--- config.mk ---
export PLATFORM = sky130hd
export DESIGN_NAME = window_address_sequencer
export DESIGN_NICKNAME = d
export VERILOG_FILES = /design/src/rtl/addr_gen_pkg.sv /design/src/rtl/window_tap_addr.sv /design/src/rtl/window_address_sequencer.sv
export SDC_FILE = /design/constraint.sdc
export NUM_CORES = 1
export LEC_CHECK = 0
export CAP_MARGIN = 5
export CORE_ASPECT_RATIO = 0.6
export CORE_MARGIN = 2
export CORE_UTILIZATION = 30
export DETAILED_ROUTE_END_ITERATION = 10
export DONT_BUFFER_PORTS = 1
export GPL_TIMING_DRIVEN = 0
export PLACE_DENSITY = 0.45
export SYNTH_ARGS = -nofsm -noshare
export SYNTH_HDL_FRONTEND = slang
export SYNTH_SLANG_ARGS = --single-unit
--- constraint.sdc ---
create_clock -name i_clk -period 7.7 [get_ports i_clk]
set_input_delay 1.155 -clock i_clk [delete_from_list [all_inputs] [get_ports i_clk]]
set_output_delay 1.155 -clock i_clk [all_outputs]
set_load 0.05 [all_outputs]
--- src/rtl/addr_gen_pkg.sv ---
// Shared types and default widths for the sliding-window address generator.
package addr_gen_pkg;

    typedef enum logic [1:0] {
        IDLE = 2'd0,
        RUN  = 2'd1,
        DONE = 2'd2
    } state_t;

    localparam int DEF_ADDR_WIDTH   = 8;
    localparam int DEF_DIM_WIDTH    = 6;
    localparam int DEF_STRIDE_WIDTH = 2;
    localparam int DEF_KERNEL_SIZE  = 3;

endpackage

--- src/rtl/window_tap_addr.sv ---
// Combinational tap-address generator for one KERNEL_SIZE x KERNEL_SIZE window,
// row-major, truncated to ADDR_WIDTH only after the full-width sum.
module window_tap_addr
    import addr_gen_pkg::*;
#(
    parameter int ADDR_WIDTH  = DEF_ADDR_WIDTH,
    parameter int DIM_WIDTH   = DEF_DIM_WIDTH,
    parameter int KERNEL_SIZE = DEF_KERNEL_SIZE
) (
    input  logic [ADDR_WIDTH-1:0]                                  start_addr,
    input  logic [DIM_WIDTH-1:0]                                   size,
    input  logic [DIM_WIDTH-1:0]                                   row,
    input  logic [DIM_WIDTH-1:0]                                   col,
    output logic [0:KERNEL_SIZE*KERNEL_SIZE-1][ADDR_WIDTH-1:0]     addr
);

    localparam int PW = ADDR_WIDTH + 2*DIM_WIDTH + 4;

    for (genvar gx = 0; gx < KERNEL_SIZE; gx++) begin : g_row
        for (genvar gy = 0; gy < KERNEL_SIZE; gy++) begin : g_col
            logic [PW-1:0] lin;
            assign lin = PW'(start_addr)
                       + (PW'(row) + PW'(gx)) * PW'(size)
                       + PW'(col) + PW'(gy);
            assign addr[gx*KERNEL_SIZE + gy] = lin[ADDR_WIDTH-1:0];
        end
    end

endmodule

--- src/rtl/window_address_sequencer.sv ---
// Walks every window of a square feature map at a programmable stride and
// presents each window's tap addresses with valid/ready flow control.
//   state | meaning
//   IDLE  | waiting for i_start; invalid configs pulse o_error here
//   RUN   | presenting windows, advancing on each handshake
//   DONE  | one-cycle o_done after the final window was accepted
module window_address_sequencer
    import addr_gen_pkg::*;
#(
    parameter int ADDR_WIDTH   = DEF_ADDR_WIDTH,
    parameter int DIM_WIDTH    = DEF_DIM_WIDTH,
    parameter int STRIDE_WIDTH = DEF_STRIDE_WIDTH,
    parameter int KERNEL_SIZE  = DEF_KERNEL_SIZE
) (
    input  logic                                                i_clk,
    input  logic                                                i_nrst,
    input  logic                                                i_reg_clear,
    input  logic                                                i_start,
    input  logic [DIM_WIDTH-1:0]                                i_i_size,
    input  logic [STRIDE_WIDTH-1:0]                             i_stride,
    input  logic [ADDR_WIDTH-1:0]                               i_start_addr,
    input  logic                                                i_ready,
    output logic                                                o_valid,
    output logic [0:KERNEL_SIZE*KERNEL_SIZE-1][ADDR_WIDTH-1:0]  o_addr,
    output logic [DIM_WIDTH-1:0]                                o_o_x,
    output logic [DIM_WIDTH-1:0]                                o_o_y,
    output logic                                                o_last,
    output logic                                                o_busy,
    output logic                                                o_done,
    output logic                                                o_error
);

    localparam int DATA_LENGTH = KERNEL_SIZE*KERNEL_SIZE;
    localparam int CW          = DIM_WIDTH + STRIDE_WIDTH + 8;

    state_t                   state_q, state_d;
    logic [DIM_WIDTH-1:0]     size_q, size_d;
    logic [STRIDE_WIDTH-1:0]  stride_q, stride_d;
    logic [ADDR_WIDTH-1:0]    base_q, base_d;
    logic [DIM_WIDTH-1:0]     row_q, row_d, col_q, col_d;
    logic [DIM_WIDTH-1:0]     ox_d, oy_d;
    logic                     valid_d, done_d, error_d, last_d;
    logic                     col_adv, row_adv, cfg_bad;
    logic [0:DATA_LENGTH-1][ADDR_WIDTH-1:0] taps;

    assign col_adv = (CW'(col_q) + CW'(stride_q) + CW'(KERNEL_SIZE)) <= CW'(size_q);
    assign row_adv = (CW'(row_q) + CW'(stride_q) + CW'(KERNEL_SIZE)) <= CW'(size_q);
    assign cfg_bad = (i_stride == '0) || (CW'(i_i_size) < CW'(KERNEL_SIZE));

    always_comb begin
        state_d  = state_q;
        size_d   = size_q;
        stride_d = stride_q;
        base_d   = base_q;
        row_d    = row_q;
        col_d    = col_q;
        ox_d     = o_o_x;
        oy_d     = o_o_y;
        valid_d  = o_valid;
        done_d   = 1'b0;
        error_d  = 1'b0;
        case (state_q)
            IDLE: begin
                valid_d = 1'b0;
                if (i_start) begin
                    size_d   = i_i_size;
                    stride_d = i_stride;
                    base_d   = i_start_addr;
                    if (cfg_bad) begin
                        error_d = 1'b1;
                    end else begin
                        state_d = RUN;
                        row_d   = '0;
                        col_d   = '0;
                        ox_d    = '0;
                        oy_d    = '0;
                        valid_d = 1'b1;
                    end
                end
            end
            RUN: begin
                if (o_valid && i_ready) begin
                    if (col_adv) begin
                        col_d = col_q + DIM_WIDTH'(stride_q);
                        oy_d  = o_o_y + 1'b1;
                    end else if (row_adv) begin
                        col_d = '0;
                        oy_d  = '0;
                        row_d = row_q + DIM_WIDTH'(stride_q);
                        ox_d  = o_o_x + 1'b1;
                    end else begin
                        state_d = DONE;
                        valid_d = 1'b0;
                        done_d  = 1'b1;
                    end
                end
            end
            DONE: begin
                state_d = IDLE;
            end
            default: begin
                state_d = IDLE;
                valid_d = 1'b0;
            end
        endcase
        // Last-window flag is computed for the window about to be presented.
        last_d = !((CW'(col_d) + CW'(stride_d) + CW'(KERNEL_SIZE)) <= CW'(size_d)) &&
                 !((CW'(row_d) + CW'(stride_d) + CW'(KERNEL_SIZE)) <= CW'(size_d));
    end

    window_tap_addr #(
        .ADDR_WIDTH  (ADDR_WIDTH),
        .DIM_WIDTH   (DIM_WIDTH),
        .KERNEL_SIZE (KERNEL_SIZE)
    ) u_taps (
        .start_addr (base_d),
        .size       (size_d),
        .row        (row_d),
        .col        (col_d),
        .addr       (taps)
    );

    always_ff @(posedge i_clk or negedge i_nrst) begin
        if (!i_nrst) begin
            state_q  <= IDLE;
            size_q   <= '0;
            stride_q <= '0;
            base_q   <= '0;
            row_q    <= '0;
            col_q    <= '0;
            o_o_x    <= '0;
            o_o_y    <= '0;
            o_valid  <= 1'b0;
            o_addr   <= '0;
            o_last   <= 1'b0;
            o_busy   <= 1'b0;
            o_done   <= 1'b0;
            o_error  <= 1'b0;
        end else if (i_reg_clear) begin
            state_q  <= IDLE;
            size_q   <= '0;
            stride_q <= '0;
            base_q   <= '0;
            row_q    <= '0;
            col_q    <= '0;
            o_o_x    <= '0;
            o_o_y    <= '0;
            o_valid  <= 1'b0;
            o_addr   <= '0;
            o_last   <= 1'b0;
            o_busy   <= 1'b0;
            o_done   <= 1'b0;
            o_error  <= 1'b0;
        end else begin
            state_q  <= state_d;
            size_q   <= size_d;
            stride_q <= stride_d;
            base_q   <= base_d;
            row_q    <= row_d;
            col_q    <= col_d;
            o_o_x    <= ox_d;
            o_o_y    <= oy_d;
            o_valid  <= valid_d;
            if (valid_d) begin
                o_addr <= taps;
            end
            o_last   <= valid_d && last_d;
            o_busy   <= (state_d != IDLE);
            o_done   <= done_d;
            o_error  <= error_d;
        end
    end

endmodule

# Yosys cells after proc, flatten, opt, wreduce, memory -nomap -nowiden
# Index checks and enable logic that the tools add are counted.
# word_totals
out_inout_bits	89
input_bits	21
reg_bits	119
elab_cells	139
# op_classes
mul	3
eq_ne	8
n_lt_le_gt_ge	5
muxes	62
add_sub_neg	26
reduce_logical	13
# op_table
operator	n
$mux W6	25
$mux W72	2
$mul A24 B6 Y8	2
$pmux W6 S2	4
$add A7 B2 Y8 const B	4
$le A8 B6 Y1	4
$add A6 B2 Y7	4
$add A8 B1 Y8 const B	3
$add A8 B2 Y8 const B	3
$add A8 B6 Y8	3
$add A8 B8 Y8	3
$mux W8	3
$mux W2	9
$mux W1	17
$ne A3 B3 Y1 const B	5
$add A6 B1 Y6 const B	2
$add A6 B2 Y6	2
$mul A6 B6 Y8	1
$add A6 B1 Y7 const B	1
$add A6 B2 Y7 const B	1
$lt A6 B2 Y1 const B	1
$reduce_and A6 Y1	1
$reduce_and A5 Y1	1
$logic_not A2 Y1	2
10 further kinds	14

# Depth between registers and ports, before layout
# depth
word_depth	14
ltp_mapped	37
ltp_nobuf	35

# By module
# Synthesis repeated with hierarchy kept, for this count alone.
# unflattened
hier_cells	1186
area_unflattened_um2	10591.4
# modules_own_cells
mod	instances	cells_per_inst	area_per_inst_um2
window_address_sequencer	1	701	6523.8
window_tap_addr	1	485	4067.7

# Worst setup path after synthesis
# OpenSTA, ideal clock, no wires.
# synth_path
path_type	register to register
startpoint	register stride_q[1]
endpoint	register o_addr[39] (netlist name)
t_arrival_ns	8.358
period_less_slack_ns	8.445
path_slack_ns	-0.745
stages_incl_launch_ff	37
cell_sequence	dfrtp_1 -> inv_1 -> ha_1 -> inv_1 -> ha_1 -> fa_1 -> xor2_1 -> ha_1 -> and4b_1 -> a2111oi_2 -> o31a_4 -> buf_6 -> nor4_2 -> o21ai_4 -> inv_2 -> ha_1 -> clkbuf_1 -> nand3_1 -> mux2i_1 -> xnor2_1 -> and2_1 -> fa_1 -> inv_1 -> fa_1 -> inv_1 -> fa_1 -> inv_1 -> fa_1 -> inv_1 -> ha_1 -> inv_1 -> o21bai_1 -> a21oi_1 -> xnor2_1 -> xnor3_2 -> xor3_1 -> a211oi_2
# synth_via
elab_chain_cells	14
word_cells_on_any_way	28
cone_classes	add/sub: 10; mul: 1; order compare: 2; mux: 14; reduce/logical: 1
# synth_rtl
item	line	text
from (decl)	window_address_sequencer.sv:38	logic [STRIDE_WIDTH-1:0] stride_q, stride_d;
from (signal assigned)	window_address_sequencer.sv:157	stride_q <= stride_d;
$add A6 B2 Y7	window_address_sequencer.sv:47	assign row_adv = (CW'(row_q) + CW'(stride_q) + CW'(KERNEL_SIZE)) <= CW'(size_q);
$add A7 B2 Y8	window_address_sequencer.sv:47	
$le A8 B6 Y1	window_address_sequencer.sv:47	
$mux W6	window_address_sequencer.sv:86	end else if (row_adv) begin
$mux W6	window_address_sequencer.sv:83	if (col_adv) begin
$mux W6	window_address_sequencer.sv:82	if (o_valid && i_ready) begin
$pmux W6 S2	window_address_sequencer.sv:62	case (state_q)
$add A6 B1 Y7	window_tap_addr.sv:23	+ (PW'(row) + PW'(gx)) * PW'(size)
$mul A24 B6 Y8	window_tap_addr.sv:23	
$add A8 B8 Y8	window_tap_addr.sv:23	
$add A8 B6 Y8	window_tap_addr.sv:24	+ PW'(col) + PW'(gy);
$add A8 B1 Y8	window_tap_addr.sv:24	
$mux W72	window_address_sequencer.sv:164	if (valid_d) begin
$mux W72	window_address_sequencer.sv:139	end else if (i_reg_clear) begin
to (signal assigned)	window_address_sequencer.sv:165	o_addr <= taps;
to (decl)	window_address_sequencer.sv:24	output logic [0:KERNEL_SIZE*KERNEL_SIZE-1][ADDR_WIDTH-1:0] o_addr,
# Parallel ways exist; a longest one is shown, timed or not. The select of a mux whose other input is x is not followed.
# A chain may end at the register's enable or synchronous reset.

# Worst setup path in the final report
# layout_path
startpoint	register stride_q[1]
endpoint	register o_addr[31] (netlist name)
# layout_via
elab_chain_cells	14
word_cells_on_any_way	28
cone_classes	add/sub: 10; mul: 1; order compare: 2; mux: 14; reduce/logical: 1
# layout_rtl
item	line
$add A6 B2 Y7	window_address_sequencer.sv:47
$add A7 B2 Y8	window_address_sequencer.sv:47
$le A8 B6 Y1	window_address_sequencer.sv:47
$mux W6	window_address_sequencer.sv:86
$mux W6	window_address_sequencer.sv:83
$mux W6	window_address_sequencer.sv:82
$pmux W6 S2	window_address_sequencer.sv:62
$add A6 B1 Y7	window_tap_addr.sv:23
$mul A24 B6 Y8	window_tap_addr.sv:23
$add A8 B8 Y8	window_tap_addr.sv:23
$add A8 B6 Y8	window_tap_addr.sv:24
$add A8 B2 Y8	window_tap_addr.sv:24
$mux W72	window_address_sequencer.sv:164
$mux W72	window_address_sequencer.sv:139
# Parallel ways exist; a longest one is shown, timed or not. The select of a mux whose other input is x is not followed.

==> run metrics <==
share of post-route cells with drive strength above 1 0.167; die area between 30,000 and 40,000 sq um; gpl congestion just under 0.9; Critical Path AT ~8.2 ns; Top FF cell, synth dfrtp_1; Die Span X between 200 and 250 um; H-tree levels 4; clock root buffer clkbuf_16; max_cap viols 0; total CTS buffers 17; Clock Path Buffers 2; yosys warns 0; DRC 0; TritonRoute pass-1 iters 5; total power 2.48 mW; DP Wirelength roughly 27,000 um; Hold-fix buffers, CTS 0; core area approximately 34,000 sq um; total gr overflow 0; Diodes inserted 0; worst hold path type primary input to asynchronous set/reset pin; count of cell types in the netlist 72; cell area power density around 200 nW/um^2; Setup Crit Path Kind flip-flop to flip-flop; EDFF count, synth 0; Syn Nets ~1,400; Tcrit/Tclk final 1.02; post-synthesis sequential area ratio 0.275; # rows 52; Crit. End Element flip-flop; Fill cells around 3,500; I/O pin count between 100 and 150; critical path required time 8.04 ns; Synth area leader dfrtp_1; FFs w/ async S/R, synth 1.00; 1st-iter DRT viols between 600 and 700; leakage around 5.7 nW; Slew HR 0.373; vias post-DR roughly 8,400; Max Clock Skew between 0.01 and 0.015 ns; dominant cells by area after synthesis dfrtp_1 27%, fa_1 14%, ha_1 12%; clk_lat worst skew ~0.44 ns; GRT Total Usage 0.195; first-pass GRT wire length 52,600 um; WL per Instance 20.3 um; Clock Sinks ~110; Final Core Density 0.372; Yosys top cell area share 0.275; initial antenna violation count 0; fmax 0.127 GHz; total wire length roughly 34,000 um; TritonCTS clock tree yes; final worst slack -0.182 ns; placed cells 1,625; Post-DP Area about 11,000 sq um; worst path bufs/invs 8; min cycle time layout 7.88 ns; Final nets approximately 1,400; non-filler cells, final about 1,700; cells after synthesis 1,165; failing checks negative setup slack; CP Launch Type flip-flop; routed vias/inst ~4.9; clock-pin slew on the worst setup and hold paths 0.06 ns; status finished, violations left; final instance area 12,600 sq um; cell family with most CP delay adder cells; most common cell after layout, fill and taps aside inv_1; Final ANT Viol Nets 0; critical path fanouts, max 4; Final Max Tran Viols 0; Starting Density 0.306; Hold Fails Final Rpt 0; Area growth syn-to-layout 21.4%; commonest cells after routing, fill and taps aside 144 x inv_1, 140 x nand2_1, 124 x nor2_1; peak supply drop ~0.00015 V; Yosys reg bits between 100 and 150; Die Y ~150 um; Mapped Area 10,400 sq um; syn avg cell area just under 9 sq um; CP max stage delay 0.53 ns; worst-margin pin slew just over 0.9 ns; setup_tns -0.726 ns; largest net degree at the start of global routing 115; vias in the first global route between 8,000 and 9,000; CP max stage cell fa_1; RSZ-0062 raised after global routing yes; # setup viols final 5; IO Port Bufs 0
-- per-stage QoR --
stage,hold WS (ns),worst slack (ns)
finish,0.410,-0.182
global route,0.393,-0.516
floorplan,0.533,-0.0585
CTS,0.398,-0.202
global placement,0.576,-1.47
detailed placement,0.602,-1.51
-- cell type report --
type	instances	area, sq um	area share
multi-input combinational	836	7340	0.582
sequential	114	2860	0.226
inverter	164	628	0.0498
tap	459	574	0.0455
clock buffer	19	433	0.0343
timing repair buffer	41	348	0.0276
buffer	48	248	0.0196
clock inverter	13	184	0.0146
-- where the power goes --
group	internal, mW	switching [mW]
sequential	0.653	0.230
clock	0.542	0.321
combinational	0.278	0.461
-- registers in the layout (all words and copies together), names as in the netlist --
register  flops
base_q        8
col_q         6
o_addr       67
o_busy        1
o_done        1
o_error       1
o_last        1
o_o_x         6
o_o_y         6
o_valid       1
row_q         6
size_q        6
state_q       2
stride_q      2
-- kinds of logic (layout without fill, tap and decap cells) --
family                     count (synthesis)  count (layout)  share of synthesized area
and+or+nand+nor                          375             375                      0.163
buffers and inverters                    215             285                     0.0817
AOI/OAI and AO/OA                        177             177                      0.117
adders and majority gates                172             172                      0.261
DFF                                      114             114                      0.275
xor gates and xnor gates                  96              96                     0.0872
muxes                                     16              16                     0.0160
-- worst paths after layout --
kind | from | endpoint | slack (ns) | depth (start not counted)
min in group i_clk | base_q[3]$_DFF_PN0_ | base_q[3]$_DFF_PN0_ | 0.61 | 2
max in group asynchronous | i_nrst | o_addr[30]$_DFFE_PN0P_ | 6.99 | 0
worst min-delay path | i_nrst | o_o_y[5]$_DFFE_PN0P_ | 0.41 | 0
worst min register to register | base_q[3]$_DFF_PN0_ | base_q[3]$_DFF_PN0_ | 0.61 | 2
worst max-delay path | stride_q[1]$_DFF_PN0_ | o_addr[31]$_DFFE_PN0P_ | -0.18 | 34
worst max register to register | stride_q[1]$_DFF_PN0_ | o_addr[31]$_DFFE_PN0P_ | -0.18 | 34
-- synthesized netlist by cell type, types with 4 or more instances --
master    instances
inv_1           158
and2_1            8
mux2i_1          11
a21o_1           16
clkinv_1          4
a211oi_1         27
o21bai_1          5
nand2_1         143
nor2b_1          14
buf_4             6
mux2_2            4
nor2_1          130
clkbuf_1         39
nand2b_1          8
nand3_1          20
fa_1             74
nor3_1            5
xnor2_1          61
a22oi_1           5
ha_1             98
a21oi_1          67
nor3b_1           9
nand4_1          15
o21a_1            8
nor4_1            5
o21ai_0          13
xor2_1           30
dfrtp_1         114
-- layer usage --
metal | wire length, um | global-route usage | up-vias
met3 | 2330 | 0.0422 | 32
met2 | 13600 | 0.260 | 232
met4 | 405 | 0.0402 | 0
met1 | 18100 | 0.313 | 4193
li1 | - | - | 3921
met5 | 0 | 0 | -
-- what timing repair did --
item | CTS | global route
setup buffers | 33 | 9
pin swaps | 68 | 47
endpoints found under the setup margin | 43 | 19
resized for setup | 67 | 46
(Power assumes the default switching activity.)
